**src/rtl/if_fetch_stage.sv**
```systemverilog
// Instruction fetch stage: issues word-aligned fetches and fills the IF/ID register.
// Latency: IF/ID updated one cycle after imem_ack_i; a new request follows that same cycle.
// Backpressure: Stall_i parks an acked word in a one-entry hold buffer; Flush_i drops it and redirects.
module if_fetch_stage #(
    parameter logic [31:0] RESET_PC  = 32'h0000_0000,
    parameter logic [31:0] NOP_INSTR = 32'h0000_0013
) (
    input  logic        clk_i,
    input  logic        rst_i,
    input  logic        start_i,
    input  logic        PCWrite_i,
    input  logic        Stall_i,
    input  logic        Flush_i,
    input  logic [31:0] BranchTarget_i,
    output logic        imem_req_o,
    output logic [31:0] imem_addr_o,
    input  logic        imem_ack_i,
    input  logic [31:0] imem_data_i,
    output logic        IFID_valid_o,
    output logic [31:0] IFID_pc_o,
    output logic [31:0] IFID_instr_o,
    output logic        FetchBusy_o,
    output logic [15:0] StallCnt_o
);

    // S_WAIT: request on the bus. S_HOLD: acked word parked behind a stall.
    // S_DISCARD: a flushed request is still in flight; its ack must be swallowed.
    typedef enum logic [1:0] {
        S_IDLE    = 2'd0,
        S_WAIT    = 2'd1,
        S_HOLD    = 2'd2,
        S_DISCARD = 2'd3
    } state_t;

    state_t      state_q, state_d;
    logic [31:0] pc_q, pc_d;

    logic        ifid_valid_q, ifid_valid_d;
    logic [31:0] ifid_pc_q, ifid_pc_d;
    logic [31:0] ifid_instr_q, ifid_instr_d;

    logic        hold_vld_q, hold_vld_d;
    logic [31:0] hold_pc_q, hold_pc_d;
    logic [31:0] hold_instr_q, hold_instr_d;

    logic [15:0] stall_cnt_q, stall_cnt_d;

    logic        redirect;
    logic [31:0] pc_adv;
    logic [31:0] target_aligned;

    // pc + 4 wraps naturally in 32 bits; PCWrite_i=0 refetches the same word.
    assign pc_adv         = PCWrite_i ? (pc_q + 32'd4) : pc_q;
    assign target_aligned = BranchTarget_i & 32'hFFFF_FFFC;

    // Next-state and datapath: flush beats stall beats normal flow in every active state.
    always_comb begin
        state_d      = state_q;
        pc_d         = pc_q;
        ifid_valid_d = ifid_valid_q;
        ifid_pc_d    = ifid_pc_q;
        ifid_instr_d = ifid_instr_q;
        hold_vld_d   = hold_vld_q;
        hold_pc_d    = hold_pc_q;
        hold_instr_d = hold_instr_q;
        redirect     = 1'b0;

        unique case (state_q)
            S_IDLE: begin
                // Flush, stall and acks are all meaningless before fetching starts.
                if (start_i) begin
                    state_d = S_WAIT;
                end
            end

            S_WAIT: begin
                if (Flush_i) begin
                    redirect = 1'b1;
                    // An unanswered request is still owed an ack; swallow it first.
                    state_d  = imem_ack_i ? S_WAIT : S_DISCARD;
                end else if (imem_ack_i) begin
                    if (Stall_i) begin
                        hold_vld_d   = 1'b1;
                        hold_pc_d    = pc_q;
                        hold_instr_d = imem_data_i;
                        state_d      = S_HOLD;
                    end else begin
                        ifid_valid_d = 1'b1;
                        ifid_pc_d    = pc_q;
                        ifid_instr_d = imem_data_i;
                        pc_d         = pc_adv;
                    end
                end
            end

            S_HOLD: begin
                // No request is outstanding here, so any ack seen is spurious.
                if (Flush_i) begin
                    redirect = 1'b1;
                    state_d  = S_WAIT;
                end else if (!Stall_i) begin
                    ifid_valid_d = hold_vld_q;
                    ifid_pc_d    = hold_pc_q;
                    ifid_instr_d = hold_instr_q;
                    hold_vld_d   = 1'b0;
                    pc_d         = pc_adv;
                    state_d      = S_WAIT;
                end
            end

            S_DISCARD: begin
                if (Flush_i) begin
                    redirect = 1'b1;
                end
                // The stale ack closes the discard window; the redirected fetch follows.
                if (imem_ack_i) begin
                    state_d = S_WAIT;
                end
            end

            default: begin
                state_d = S_IDLE;
            end
        endcase

        if (redirect) begin
            pc_d         = target_aligned;
            ifid_valid_d = 1'b0;
            ifid_pc_d    = 32'h0000_0000;
            ifid_instr_d = NOP_INSTR;
            hold_vld_d   = 1'b0;
            hold_pc_d    = 32'h0000_0000;
            hold_instr_d = NOP_INSTR;
        end
    end

    // Stall cycle counter: counts only once fetching has started, and sticks at all-ones.
    always_comb begin
        stall_cnt_d = stall_cnt_q;
        if ((state_q != S_IDLE) && Stall_i && (stall_cnt_q != 16'hFFFF)) begin
            stall_cnt_d = stall_cnt_q + 16'd1;
        end
    end

    // State and pipeline registers; reset abandons any in-flight request immediately.
    always_ff @(posedge clk_i or negedge rst_i) begin
        if (!rst_i) begin
            state_q      <= S_IDLE;
            pc_q         <= RESET_PC;
            ifid_valid_q <= 1'b0;
            ifid_pc_q    <= 32'h0000_0000;
            ifid_instr_q <= NOP_INSTR;
            hold_vld_q   <= 1'b0;
            hold_pc_q    <= 32'h0000_0000;
            hold_instr_q <= NOP_INSTR;
            stall_cnt_q  <= 16'h0000;
        end else begin
            state_q      <= state_d;
            pc_q         <= pc_d;
            ifid_valid_q <= ifid_valid_d;
            ifid_pc_q    <= ifid_pc_d;
            ifid_instr_q <= ifid_instr_d;
            hold_vld_q   <= hold_vld_d;
            hold_pc_q    <= hold_pc_d;
            hold_instr_q <= hold_instr_d;
            stall_cnt_q  <= stall_cnt_d;
        end
    end

    // The request is raised only in S_WAIT; pc_q cannot move there until the ack or a flush,
    // so the address is stable for the whole request. A discarded request is already owned
    // by the memory, so it is not re-presented while waiting for its ack.
    assign imem_req_o   = (state_q == S_WAIT);
    assign imem_addr_o  = pc_q;
    assign FetchBusy_o  = ((state_q == S_WAIT) || (state_q == S_DISCARD)) && !imem_ack_i;

    assign IFID_valid_o = ifid_valid_q;
    assign IFID_pc_o    = ifid_pc_q;
    assign IFID_instr_o = ifid_instr_q;
    assign StallCnt_o   = stall_cnt_q;

endmodule

```
**config.mk**
```make
export PLATFORM = sky130hd
export DESIGN_NAME = if_fetch_stage
export DESIGN_NICKNAME = d
export VERILOG_FILES = /design/src/rtl/if_fetch_stage.sv
export SDC_FILE = /design/constraint.sdc
export NUM_CORES = 1
export LEC_CHECK = 0
export CORE_MARGIN = 2
export CORE_UTILIZATION = 30
export DETAILED_ROUTE_END_ITERATION = 10
export PLACE_DENSITY = 0.54
export SLEW_MARGIN = 20
export SYNTH_ARGS = -nofsm -noshare
export SYNTH_HDL_FRONTEND = slang
export SYNTH_SLANG_ARGS = --single-unit
```
**constraint.sdc**
```tcl
create_clock -name clk_i -period 2 [get_ports clk_i]
set_input_delay 0.4 -clock clk_i [delete_from_list [all_inputs] [get_ports clk_i]]
set_output_delay 0.4 -clock clk_i [all_outputs]
set_load 0.02 [all_outputs]
```
# Word level (Yosys, flattened, before mapping)
# Cells that the tools add are included.
# classes
addsub,2
n_mul,0
n_div,0
order_cmp,0
n_eq_ne,16
shifts,0
mux,56
bitwise_logic,0
reduce_logical,17
# ops
op,count
32-bit two-way mux,28
32-bit one-hot mux with 2 select lines,3
"32-bit by 3-bit adder with 32-bit output, second input constant",1
"16-bit by 1-bit adder with 16-bit output, second input constant",1
2-bit two-way mux,8
"16-bit != test, second input constant",1
1-bit two-way mux,14
"3-bit by 2-bit != test with 1-bit output, second input constant",4
"3-bit != test, second input constant",4
6-bit AND reduction,2
2-bit one-hot mux with 4 select lines,1
4-bit AND reduction,2
2-bit nonzero test,4
5-bit AND reduction,1
"2-bit == test, second input constant",2
"2-bit != test, second input constant",2
1-bit one-hot mux with 2 select lines,2
1-bit logical AND,3
"3-bit by 1-bit != test with 1-bit output, second input constant",1
3-bit nonzero test,1
3-bit OR reduction,1
"2-bit by 1-bit == test with 1-bit output, second input constant",1
2-bit zero test,1
"2-bit by 1-bit != test with 1-bit output, second input constant",1
other kinds (2),2
# word_totals
ff_bits,180
latchBits,0
ramBits,0
mem_bits_ro,0
inputBits,71
output_inout_bits,115
wordCells,100
memories,0

# Longest topological paths before layout
# depth
ltp_word,7
mapped_depth,8
mapped_depth_nobuf,6

# Worst setup path after synthesis
# No wires, ideal clock.
# synth_path
kind,reg-to-reg
from,"reg pc_q[2], in the netlist imem_addr_o[2]"
to,"reg pc_q[28], in the netlist imem_addr_o[28]"
setup_ns,0.142
t_arrival_ns,1.759
t_required_ns,1.858
path_slack_ns,0.099
path_stages_with_launch,8
synth_period_minus_slack_ns,1.901
path_cell_list,dfrtp_1 ha_1 nand3_1 nor3_1 buf_2 a41oi_1 o21ai_0 o311ai_1
# synth_via
elab_chain_cells,7
elab_cells_between_ends,8
cone_classes,add/sub: 1; mux: 7
# synth_lines
item,line,text
start: declaration,36,"logic [31:0] pc_q, pc_d;"
start signal: assignment,159,pc_q <= pc_d;
32-bit by 3-bit adder with 32-bit output (*),53,assign pc_adv = PCWrite_i ? (pc_q + 32'd4) : pc_q;
32-bit two-way mux (*),53,
32-bit two-way mux (*),"82, 101",
32-bit two-way mux,81,end else if (imem_ack_i) begin
32-bit two-way mux,77,if (Flush_i) begin
32-bit one-hot mux with 2 select lines (*),68,unique case (state_q)
32-bit two-way mux (*),126,if (redirect) begin
# Every way passes the cells marked *; elsewhere a longest branch is shown, timed or not. The select of a mux whose other input is x is not followed.
# A chain may end at the register's enable or synchronous reset.

# Final worst setup path
# layout_path
from,"reg pc_q[10], in the netlist imem_addr_o[10]"
to,out imem_addr_o[10]
# layout_rtl
item,line,text
end: declaration,16,"output logic [31:0] imem_addr_o,"
# No word-level cell between the ends.

==> results.yml <==
place:
  io_buffers: 181
  gp_congestion: 0.800
  dp.final_hpwl_mm: 17.6
  postPlaceCellArea_um2: 11400
sta:
  rsz0062_at_grt: "false"
  final_hold_viol_count: 0
  tns_ns: 0
  fin_crit_sh_pct: 98.2
  slew_viol_final: 0
  period_needed_ns: 1.96
  max_freq_mhz: 509
  clock_skew_ns: 0.0110
  setup_viol: 0
route:
  drc: 0
  dr.first_iter.drc_count: 518
  finalWirelength_mm: 24.5
  dr.pass1.iters: 5
  routed_wire_length_per_instance_um: 16.3
  final_antenna_net_count: 0
  vias: 7260
  vias_per_cell: 4.84
yosys:
  ys_seq_elements: 176
  synthArstFlopShare_pct: 100
  syn_area_um2: 8480
  yosysTopAreaCell: "dfrtp_1"
  yosysTopAreaCellShare_pct: 50.2
  synth_ff_type: "dfrtp_1"
  synth_cell_type_count: 63
  synth_edf_count: 0
  synthCells: 890
  ys_seq_area_share_pct: 52.0
  ys_warn_count: 0
  synth_area_leaders: "dfrtp_1 (50%), nand2_1 (9.7%), mux2i_1 (7.0%)"
  syn_avg_cell_area_um2: 9.52
outcome:
  status: "finished, final reports clean"
power_and_ir_drop:
  p_int_mw: 8.34
  swShare_pct: 34.4
  power_mw: 12.7
  leakagePower_nw: 5.08
  p_seq_share_pct: 38.1
  power_switching_mw: 4.37
  pwr-share-clk_pct: 27.6
  power_density_nw_per_um2: 1050
  peakVddDrop_mv: 0.517
  combPwrFrac_pct: 34.2
clock_network:
  clockBufferDepth: 2
  clk_pin_slew_ns: 0.07
  clkLatencyLatePin_ns: 0.42
  cts_tree: "done"
  clockRootBuffer: "clkbuf_16"
  cts_inserted_buffers: 17
  post-cts-setup-buffer-count: 0
  htree_num_levels: 4
  cts_num_sinks: 176
global_routing:
  grtUsageTotal_pct: 17.2
  grt_first_pass_wirelength_mm: 39.3
  grt_antenna_before_repair: 1
  grt_pass1_vias: 6829
  grt.overflow.total: 0
  grt_max_degree: 69
critical_path:
  worstPathMaxFanout: 6
  end_kind: "output pin"
  rr_worst_depth: 5
  critPathRequiredTime_ns: 1.60
  r2r-end: "imem_addr_o[30]$_DFFE_PN0P_"
  critical_path_class: "flip-flop to output pin"
  rrSetupSlack_ns: 0.16
  start_kind: "flip-flop"
  timing.rr.start: "imem_addr_o[15]$_DFFE_PN0P_"
  crit_arrival_ns: 1.56
finish:
  design_area_um2: 12100
  multi_input_area_um2: 3760
  fill_cells: 2750
  nets: 1181
  area_growth_pct: 42.4
  drive_above_1_share_pct: 13.4
  regArea_um2: 4410
  final_core_util_pct: 43.5
floorplan:
  die_x_um: 172
  rows: 61
  core_area_um2: 27800
  die_h_um: 172
  die-area_um2: 29600
  io_pins: 186
  initial_core_util_pct: 30.5
job:
  drv_cap: 0
worst_hold_path:
  hold_class: "input pin to asynchronous set/reset pin"
flip-flops by register name, indices dropped and copies added, names as in the netlist:
register / cells
StallCnt_o: 16
state_q: 2
IFID_pc_o: 31
hold_pc_q: 31
imem_addr_o: 30
IFID_valid_o: 1
hold_vld_q: 1
hold_instr_q: 32
IFID_instr_o: 32
area by class of cell:
type	instances	area share, %
sequential	176	36.6
multi-input combinational	639	31.1
timing repair buffer	270	23.1
tap	378	3.92
clock buffer	18	3.64
clock inverter	14	1.50
inverter	4	0.124
antenna	1	0.0207
synthesized netlist by cell type, types with 3 or more instances:
cell / number
a21o_1: 4
a21oi_1: 28
a2bb2oi_1: 4
a31oi_1: 13
a41oi_1: 3
and3_1: 5
buf_1: 5
buf_2: 32
buf_4: 4
clkbuf_1: 27
dfrtp_1: 170
dfstp_2: 6
inv_1: 4
mux2i_1: 59
nand2_1: 218
nand3_1: 28
nand4_1: 12
nor2_1: 27
nor3_1: 7
o21a_1: 4
o21ai_0: 92
o22ai_1: 5
o311ai_0: 3
o311ai_1: 3
o31ai_1: 61
or3_1: 5
xnor2_1: 9
xor2_1: 4
metal layers:
metal | vias up | global-route usage, % | wire length, µm
li1 | 3594 | - | -
met1 | 3450 | 25.1 | 12000
met4 | 2 | 4.93 | 308
met2 | 191 | 26.0 | 11100
met5 | - | 0 | 13
met3 | 23 | 3.07 | 1100
logic make-up after synthesis:
group,synth area share (%)
and+or+nand+nor,17.2
AOI/OAI and AO/OA,17.6
DFF,52.0
buffers and inverters,4.22
muxes,7.23
xor gates and xnor gates,1.34
adders and majority gates,0.295
other,0.0442
power by group through the flow:
stage          registers (mW)  logic (mW)  clock network [mW]
3_3_place_gp             4.90        4.41                   0
2_1_floorplan            5.52        1.45                   0
6_report                 4.85        4.35                3.51
4_1_cts                  4.85        4.42                3.61
3_5_place_dp             4.92        4.44                   0
5_1_grt                  4.97        4.74                3.77
critical path, stage by stage (launching register included):
cell and delay [ns]:
dfrtp_1 0.37, buf_4 0.16, clkdlybuf4s50_1 0.61
metrics by stage:
| stage | setup WS [ns] | std cells | hold WS, ns |
|---|---|---|---|
| after CTS | 0.00369 | 1499 | 0.458 |
| after floorplan | 0.0989 | 891 | 0.104 |
| after detailed placement | -0.131 | 1466 | 0.362 |
| after global routing | 0.000944 | 1499 | 0.492 |
| after global placement | -0.131 | 1466 | 0.363 |
| final | 0.0357 | 1500 | 0.464 |
worst max path at each step:
stage | startpoint | to | slack [ns] | cells after the start
floorplan | imem_addr_o[2]$_DFFE_PN0P_ | imem_addr_o[28]$_DFFE_PN0P_ | 0.1 | 7
global placement | Stall_i | imem_addr_o[23]$_DFFE_PN0P_ | -0.13 | 6
detailed placement | Stall_i | imem_addr_o[26]$_DFFE_PN0P_ | -0.13 | 6
CTS | IFID_instr_o[4]$_DFFE_PN1P_ | IFID_instr_o[4] | 0.004 | 1
global route | imem_addr_o[29]$_DFFE_PN0P_ | imem_addr_o[29] | 0.0009 | 1
finish | imem_addr_o[10]$_DFFE_PN0P_ | imem_addr_o[10] | 0.04 | 2
cell usage in the layout, fill, tap and decap left out, types with 17 or more instances in the layout:
master and n:
buf_12 23, dfrtp_1 168, o21ai_0 91, a21oi_1 28, mux2i_1 59, buf_4 65
nand3_1 28, clkdlybuf4s50_1 155, nand2_1 218, o31ai_1 61, nor2_1 26, clkbuf_16 17
timing repair:
item,CTS,global route
hold endpoints to repair,35,0
resized for setup,14,16
setup endpoints to repair,14,15
hold buffers,1,0
Note: power is estimated with default switching activity, not from simulation.
